## src/rtl/debounce_pkg.sv

```systemverilog
`default_nettype none
// ============================================================================
// Module   : debounce_pkg
// Brief    : Shared defaults, range limits and counter sizing for the debouncer.
// Revision : 1.0
// ============================================================================
package debounce_pkg;

    localparam int c_default_n      = 4;
    localparam int c_default_bounce = 50000;
    localparam int c_default_hold   = 0;
    localparam bit c_default_init   = 1'b0;

    localparam int c_n_min      = 1;
    localparam int c_n_max      = 32;
    localparam int c_bounce_min = 1;

    // Bits needed to hold 0..max_val; never less than one bit.
    function automatic int cnt_width(input int max_val);
        return (max_val < 1) ? 1 : $clog2(max_val + 1);
    endfunction

endpackage
`default_nettype wire

```

## src/rtl/debounce_chan.sv

```systemverilog
`default_nettype none
// ============================================================================
// Module   : debounce_chan
// Brief    : One switch channel: 2-flop sync, stability counter, edge pulses, hold.
// Revision : 1.0
// ============================================================================
module debounce_chan
    import debounce_pkg::*;
#(
    parameter int BOUNCE = c_default_bounce,
    parameter int HOLD   = c_default_hold,
    parameter bit INIT   = c_default_init
) (
    input  logic CLK,
    input  logic RST,
    input  logic sw,
    output logic outp,
    output logic invoutp,
    output logic rise,
    output logic fall,
    output logic hold
);

    localparam int            c_cw     = cnt_width(BOUNCE);
    localparam logic [c_cw-1:0] c_reload = c_cw'(BOUNCE);
    localparam logic [c_cw-1:0] c_one    = c_cw'(1);

    logic            r_s1;
    logic            r_s2;
    logic            r_lsw;
    logic [c_cw-1:0] r_cnt;
    logic            r_outp;
    logic            r_rise;
    logic            r_fall;

    // The level is only accepted once the counter has drained with the
    // synchronized input unchanged; any change reloads the full interval.
    always_ff @(posedge CLK) begin
        if (RST) begin
            r_s1   <= INIT;
            r_s2   <= INIT;
            r_lsw  <= INIT;
            r_outp <= INIT;
            r_cnt  <= c_reload;
            r_rise <= 1'b0;
            r_fall <= 1'b0;
        end else begin
            r_s1   <= sw;
            r_s2   <= r_s1;
            r_lsw  <= r_s2;
            r_rise <= 1'b0;
            r_fall <= 1'b0;
            if (r_s2 != r_lsw) begin
                r_cnt <= c_reload;
            end else if (r_cnt != '0) begin
                r_cnt <= r_cnt - c_one;
            end else begin
                r_outp <= r_s2;
                r_rise <= r_s2 & ~r_outp;
                r_fall <= ~r_s2 & r_outp;
            end
        end
    end

    assign outp    = r_outp;
    assign invoutp = ~r_outp;
    assign rise    = r_rise;
    assign fall    = r_fall;

    generate
        if (HOLD > 0) begin : g_hold
            localparam int              c_hw   = cnt_width(HOLD);
            localparam logic [c_hw-1:0] c_hmax = c_hw'(HOLD);
            localparam logic [c_hw-1:0] c_hone = c_hw'(1);

            logic [c_hw-1:0] r_hcnt;

            always_ff @(posedge CLK) begin
                if (RST) begin
                    r_hcnt <= '0;
                end else if (!r_outp) begin
                    r_hcnt <= '0;
                end else if (r_hcnt != c_hmax) begin
                    r_hcnt <= r_hcnt + c_hone;
                end
            end

            // Gated by the live level so hold drops in the same cycle as fall.
            assign hold = r_outp && (r_hcnt == c_hmax);
        end else begin : g_no_hold
            assign hold = 1'b0;
        end
    endgenerate

endmodule
`default_nettype wire

```

## src/rtl/multi_debounce.sv

```systemverilog
`default_nettype none
// ============================================================================
// Module   : multi_debounce
// Brief    : N independent debounced switch channels with edge and hold flags.
// Revision : 1.0
// ============================================================================
module multi_debounce
    import debounce_pkg::*;
#(
    parameter int N      = c_default_n,
    parameter int BOUNCE = c_default_bounce,
    parameter int HOLD   = c_default_hold,
    parameter bit INIT   = c_default_init
) (
    input  logic         CLK,
    input  logic         RST,
    input  logic [N-1:0] sw,
    output logic [N-1:0] outp,
    output logic [N-1:0] invoutp,
    output logic [N-1:0] rise,
    output logic [N-1:0] fall,
    output logic [N-1:0] hold,
    output logic         any_change
);

    generate
        if ((N < c_n_min) || (N > c_n_max)) begin : g_bad_n
            $error("multi_debounce: N out of range 1..32");
        end
        if (BOUNCE < c_bounce_min) begin : g_bad_bounce
            $error("multi_debounce: BOUNCE must be at least 1");
        end
    endgenerate

    genvar gi;
    generate
        for (gi = 0; gi < N; gi++) begin : g_chan
            debounce_chan #(
                .BOUNCE (BOUNCE),
                .HOLD   (HOLD),
                .INIT   (INIT)
            ) u_chan (
                .CLK     (CLK),
                .RST     (RST),
                .sw      (sw[gi]),
                .outp    (outp[gi]),
                .invoutp (invoutp[gi]),
                .rise    (rise[gi]),
                .fall    (fall[gi]),
                .hold    (hold[gi])
            );
        end
    endgenerate

    assign any_change = |(rise | fall);

endmodule
`default_nettype wire

```

## config.mk

```make
export PLATFORM = sky130hd
export DESIGN_NAME = multi_debounce
export DESIGN_NICKNAME = d
export VERILOG_FILES = /design/src/rtl/debounce_pkg.sv /design/src/rtl/debounce_chan.sv /design/src/rtl/multi_debounce.sv
export SDC_FILE = /design/constraint.sdc
export NUM_CORES = 1
export LEC_CHECK = 0
export ABC_AREA = 1
export BUFFER_PORTS_ARGS = -buffer_cell sky130_fd_sc_hd__buf_2
export CAP_MARGIN = 30
export CORE_ASPECT_RATIO = 0.6
export CORE_MARGIN = 10
export CORE_UTILIZATION = 54
export CTS_CLUSTER_DIAMETER = 60
export DETAILED_ROUTE_END_ITERATION = 8
export HOLD_SLACK_MARGIN = 0.06
export PLACE_DENSITY = 0.8
export SYNTH_ARGS = -nofsm -noshare
export SYNTH_HDL_FRONTEND = slang
export SYNTH_SLANG_ARGS = --single-unit
export TNS_END_PERCENT = 50
```

## constraint.sdc

```tcl
create_clock -name CLK -period 2.7 [get_ports CLK]
set_input_delay 0 -clock CLK [delete_from_list [all_inputs] [get_ports CLK]]
set_output_delay 0 -clock CLK [all_outputs]
set_load 0.05 [all_outputs]
```

==> summary.txt <==
Flow run
  • Max cap viols: 0

Timing
  • Setup WS post-layout: 1.07 ns
  • Final Critical Period: 1.63 ns
  • Worst-Margin Slew: 0.510 ns
  • FMAX: 0.614 GHz
  • Setup TNS Final: 0 ns
  • Crit share post-route: 60.4%
  • Relative slew slack: 65.7%
  • Clk_skew: 0.00632 ns
  • Final setup violating endpoints: 0
  • Final slew viol count: 0
  • Final hold violations: 0
  • Unrepaired setup endpoints after global routing: no

Yosys
  • Compound-Gate Fraction of Synth Area: 4.35%
  • Adder-cell share of the synthesized area: 1.09%
  • Yosys reg bits: 88
  • Synth Instances: 683
  • Sequential share of the synthesized area: 38.3%
  • Synth top area share: 38.3%
  • Avg Inst Size Synth: 6.74 um2
  • Most area-consuming cells after synthesis: dfxtp_1 38%, nand2_1 14%, nor2_1 12%
  • Post-synthesis mux area share: 0%
  • Synth Area in Simple Gates: 41.0%
  • Ys Warns: 0
  • Largest family of logic cells by synthesized area: simple AND/OR/NAND/NOR gates
  • Netlist cell types: 37
  • Area leader, netlist: dfxtp_1
  • XOR/XNOR Fraction of Synth Area: 4.00%
  • Synthesized cell area: 0.00460 mm2

Route
  • # DRC: 0
  • Via count: 4117
  • Antenna-violating nets left: 0
  • Initial DRC count: 465
  • 1st-pass router iterations: 6
  • Avg WL per Cell: 12.4 um
  • Drt total wl: 10.0 mm
  • Vias per cell: 5.08

Worst setup path
  • Worst R2R Start: g_chan[2].u_chan.r_cnt[0]
  • Critical Path Fanout Max: 11
  • Crit start category: register
  • CP Class: register to register
  • R2r setup slk: 1.07 ns
  • CP max-delay cell: dfxtp_1
  • Critical path data arrival time: 1.84 ns
  • Critical path origin: g_chan[2].u_chan.r_cnt[0]
  • Crit path to: g_chan[2].u_chan.r_cnt[2]
  • FF-to-FF End: g_chan[2].u_chan.r_cnt[2]
  • CP peak stage delay: 0.33 ns
  • CP cell instances: inv_1, ha_1, nand2_2, nor2_1, nand2_1, nor3b_1
  • Setup crit end kind: register
  • CP required: 2.91 ns
  • R2R cell count: 6

Placed design
  • Final Wtd Congestion: 0.942
  • Count of input and output buffers: 22
  • Dpl ws: 1.10 ns
  • Detailed Place HPWL: 7.47 mm
  • Placed cells: 789

Power
  • Pwr/cell area: 595 mW/mm2
  • Worst vdd ir: 356 uV
  • Sequential power share: 48.1%
  • Switching portion of total power: 28.4%
  • Comb power frac: 14.2%
  • NetSw: 0.843 mW
  • Leakage: 2.26 nW
  • Internal power: 2.13 mW
  • Clock network fraction of total power: 37.7%

Floorplan
  • Core footprint: 0.00807 mm2
  • Die area: 0.0127 mm2
  • # rows: 25
  • Starting density of the core: 57.0%
  • Die Span Y: 91.5 um
  • Ports: 27
  • Die Wd: 139 um

Layout
  • Area growth from synthesis to layout: 8.51%
  • Nets@finish: 709
  • Fillers: 762
  • Non-filler instance count after layout: 811
  • Layout cells sized above 1: 12.4%
  • Antenna diodes: 0

Clock tree
  • CTS clk-pin slew, worst paths: 0.06 ns
  • Sinks on Clock Net: 88
  • Bufs on Longest Clock Path: 2
  • Clock Latency Late Sink: 0.34 ns
  • CTS tree: built
  • Inserted Clock Buffers: 9
  • H-tree lvl count: 3
  • Root Driver: clkbuf_16

Global routing
  • First-pass GRT wire length: 17.4 mm
  • GRT Total Usage: 15.9%
  • Total grt overflow: 0
  • Initial antenna violation count: 0
  • Largest net degree at the start of global routing: 19
  • Number of global-route vias before repair: 3719

Hold path
  • Worst Hold Class: register to register
  • HP Start: g_chan[2].u_chan.r_s1

Status
  • Run status: complete, no violations
-- logic make-up after synthesis --
kind of cell,count (synthesis)
XOR/XNOR,21
AND/OR/NAND/NOR,422
other,1
AO/OA/AOI/OAI,36
flip-flops,88
buffers and inverters,111
adder cells (fa/ha/maj),4
-- final cells by class --
type | instances | area (um2) | area share [%]
clock buffer | 10 | 229 | 4.59
clock inverter | 5 | 35.0 | 0.702
inverter | 84 | 315 | 6.32
multi-input combinational | 487 | 2340 | 46.8
sequential | 88 | 1760 | 35.3
tap | 108 | 135 | 2.71
timing repair buffer | 29 | 180 | 3.61
-- layout by cell type, fill, tap and decap left out, drive strengths merged --
master,n
a21boi,3
a21oi,17
and3,1
buf,22
clkbuf,10
clkinv,4
clkinvlp,1
conb,4
dfxtp,88
dlygate4sd3,7
ha,4
inv,84
nand2,186
nand3,44
nand3b,3
nand4,9
nor2,163
nor3,7
nor3b,1
nor4,4
o211ai,1
o21ai,14
o21bai,1
or2,4
xnor2,7
xor2,14
-- synth_stat cells, drive strengths merged --
cell type / instances
dfxtp: 88
buf: 27
nor3: 7
inv: 84
a21oi: 17
nand3b: 3
nand2: 186
o211ai: 1
ha: 4
xnor2: 7
conb: 1
xor2: 14
nor3b: 1
nor2: 163
o21ai: 14
a21boi: 3
nand4: 9
o21bai: 1
nand3: 44
nor4: 4
or2: 4
and3: 1
-- worst min-delay path by stage --
stage / end / slack (ns) / depth (start not counted)
6_report: g_chan[2].u_chan.r_s2 / 0.40 / 2
3_3_place_gp: g_chan[0].u_chan.r_s1 / 0.20 / 3
2_1_floorplan: g_chan[0].u_chan.r_s1 / 0.11 / 2
5_1_grt: g_chan[3].u_chan.r_s2 / 0.43 / 2
3_5_place_dp: g_chan[1].u_chan.r_s1 / 0.21 / 3
4_1_cts: g_chan[3].u_chan.r_s2 / 0.40 / 2
-- flip-flops by register name (all words and copies together), names as in the netlist --
register,cells
g_chan.u_chan.r_lsw,4
g_chan.u_chan.r_s2,4
g_chan.u_chan.r_cnt,64
g_chan.u_chan.r_s1,4
g_chan.u_chan.outp,4
g_chan.u_chan.fall,4
g_chan.u_chan.rise,4
-- worst max-delay path, delay by kind of cell, from the launching register on --
| family | cells | cell delay, ns |
|---|---|---|
| and+or+nand+nor | 4 | 0.78 |
| DFF | 1 | 0.33 |
| adders and majority gates | 1 | 0.27 |
| buffers and inverters | 1 | 0.12 |
-- power by group through the flow --
stage / combinational [mW] / clock, mW / sequential (mW)
6_report: 0.422 / 1.12 / 1.43
2_1_floorplan: 0.343 / 0 / 1.44
3_3_place_gp: 0.392 / 0 / 1.45
3_5_place_dp: 0.406 / 0 / 1.46
4_1_cts: 0.418 / 1.14 / 1.43
5_1_grt: 0.485 / 1.20 / 1.44
-- routing by layer --
layer	GRT usage, %	up-vias	part of all wire (%)
li1	-	2122	-
met1	21.8	1847	51
met2	24.0	131	42
met3	4.37	17	6.2
met4	4.24	0	1.1
met5	0	-	0
-- metrics by stage --
| step | util, % | hold slack [ns] | area, um2 | power (mW) |
|---|---|---|---|---|
| after floorplan | - | 0.107 | 4610 | 1.78 |
| after global placement | 57.7 | 0.204 | 4660 | 1.85 |
| after detailed placement | 57.7 | 0.208 | 4660 | 1.86 |
| after CTS | 61.9 | 0.405 | 4990 | 2.98 |
| after global routing | 61.9 | 0.431 | 4990 | 3.12 |
| final | 61.9 | 0.402 | 4990 | 2.97 |
-- what timing repair did --
item / 4_1_cts / 5_1_grt
hold buffers: 7 / 0
setup endpoints to repair: 0 / 0
resized for setup: 0 / 0
hold endpoints to repair: 8 / 0
setup buffers: 0 / 0
Note: power is estimated with default switching activity, not from simulation.
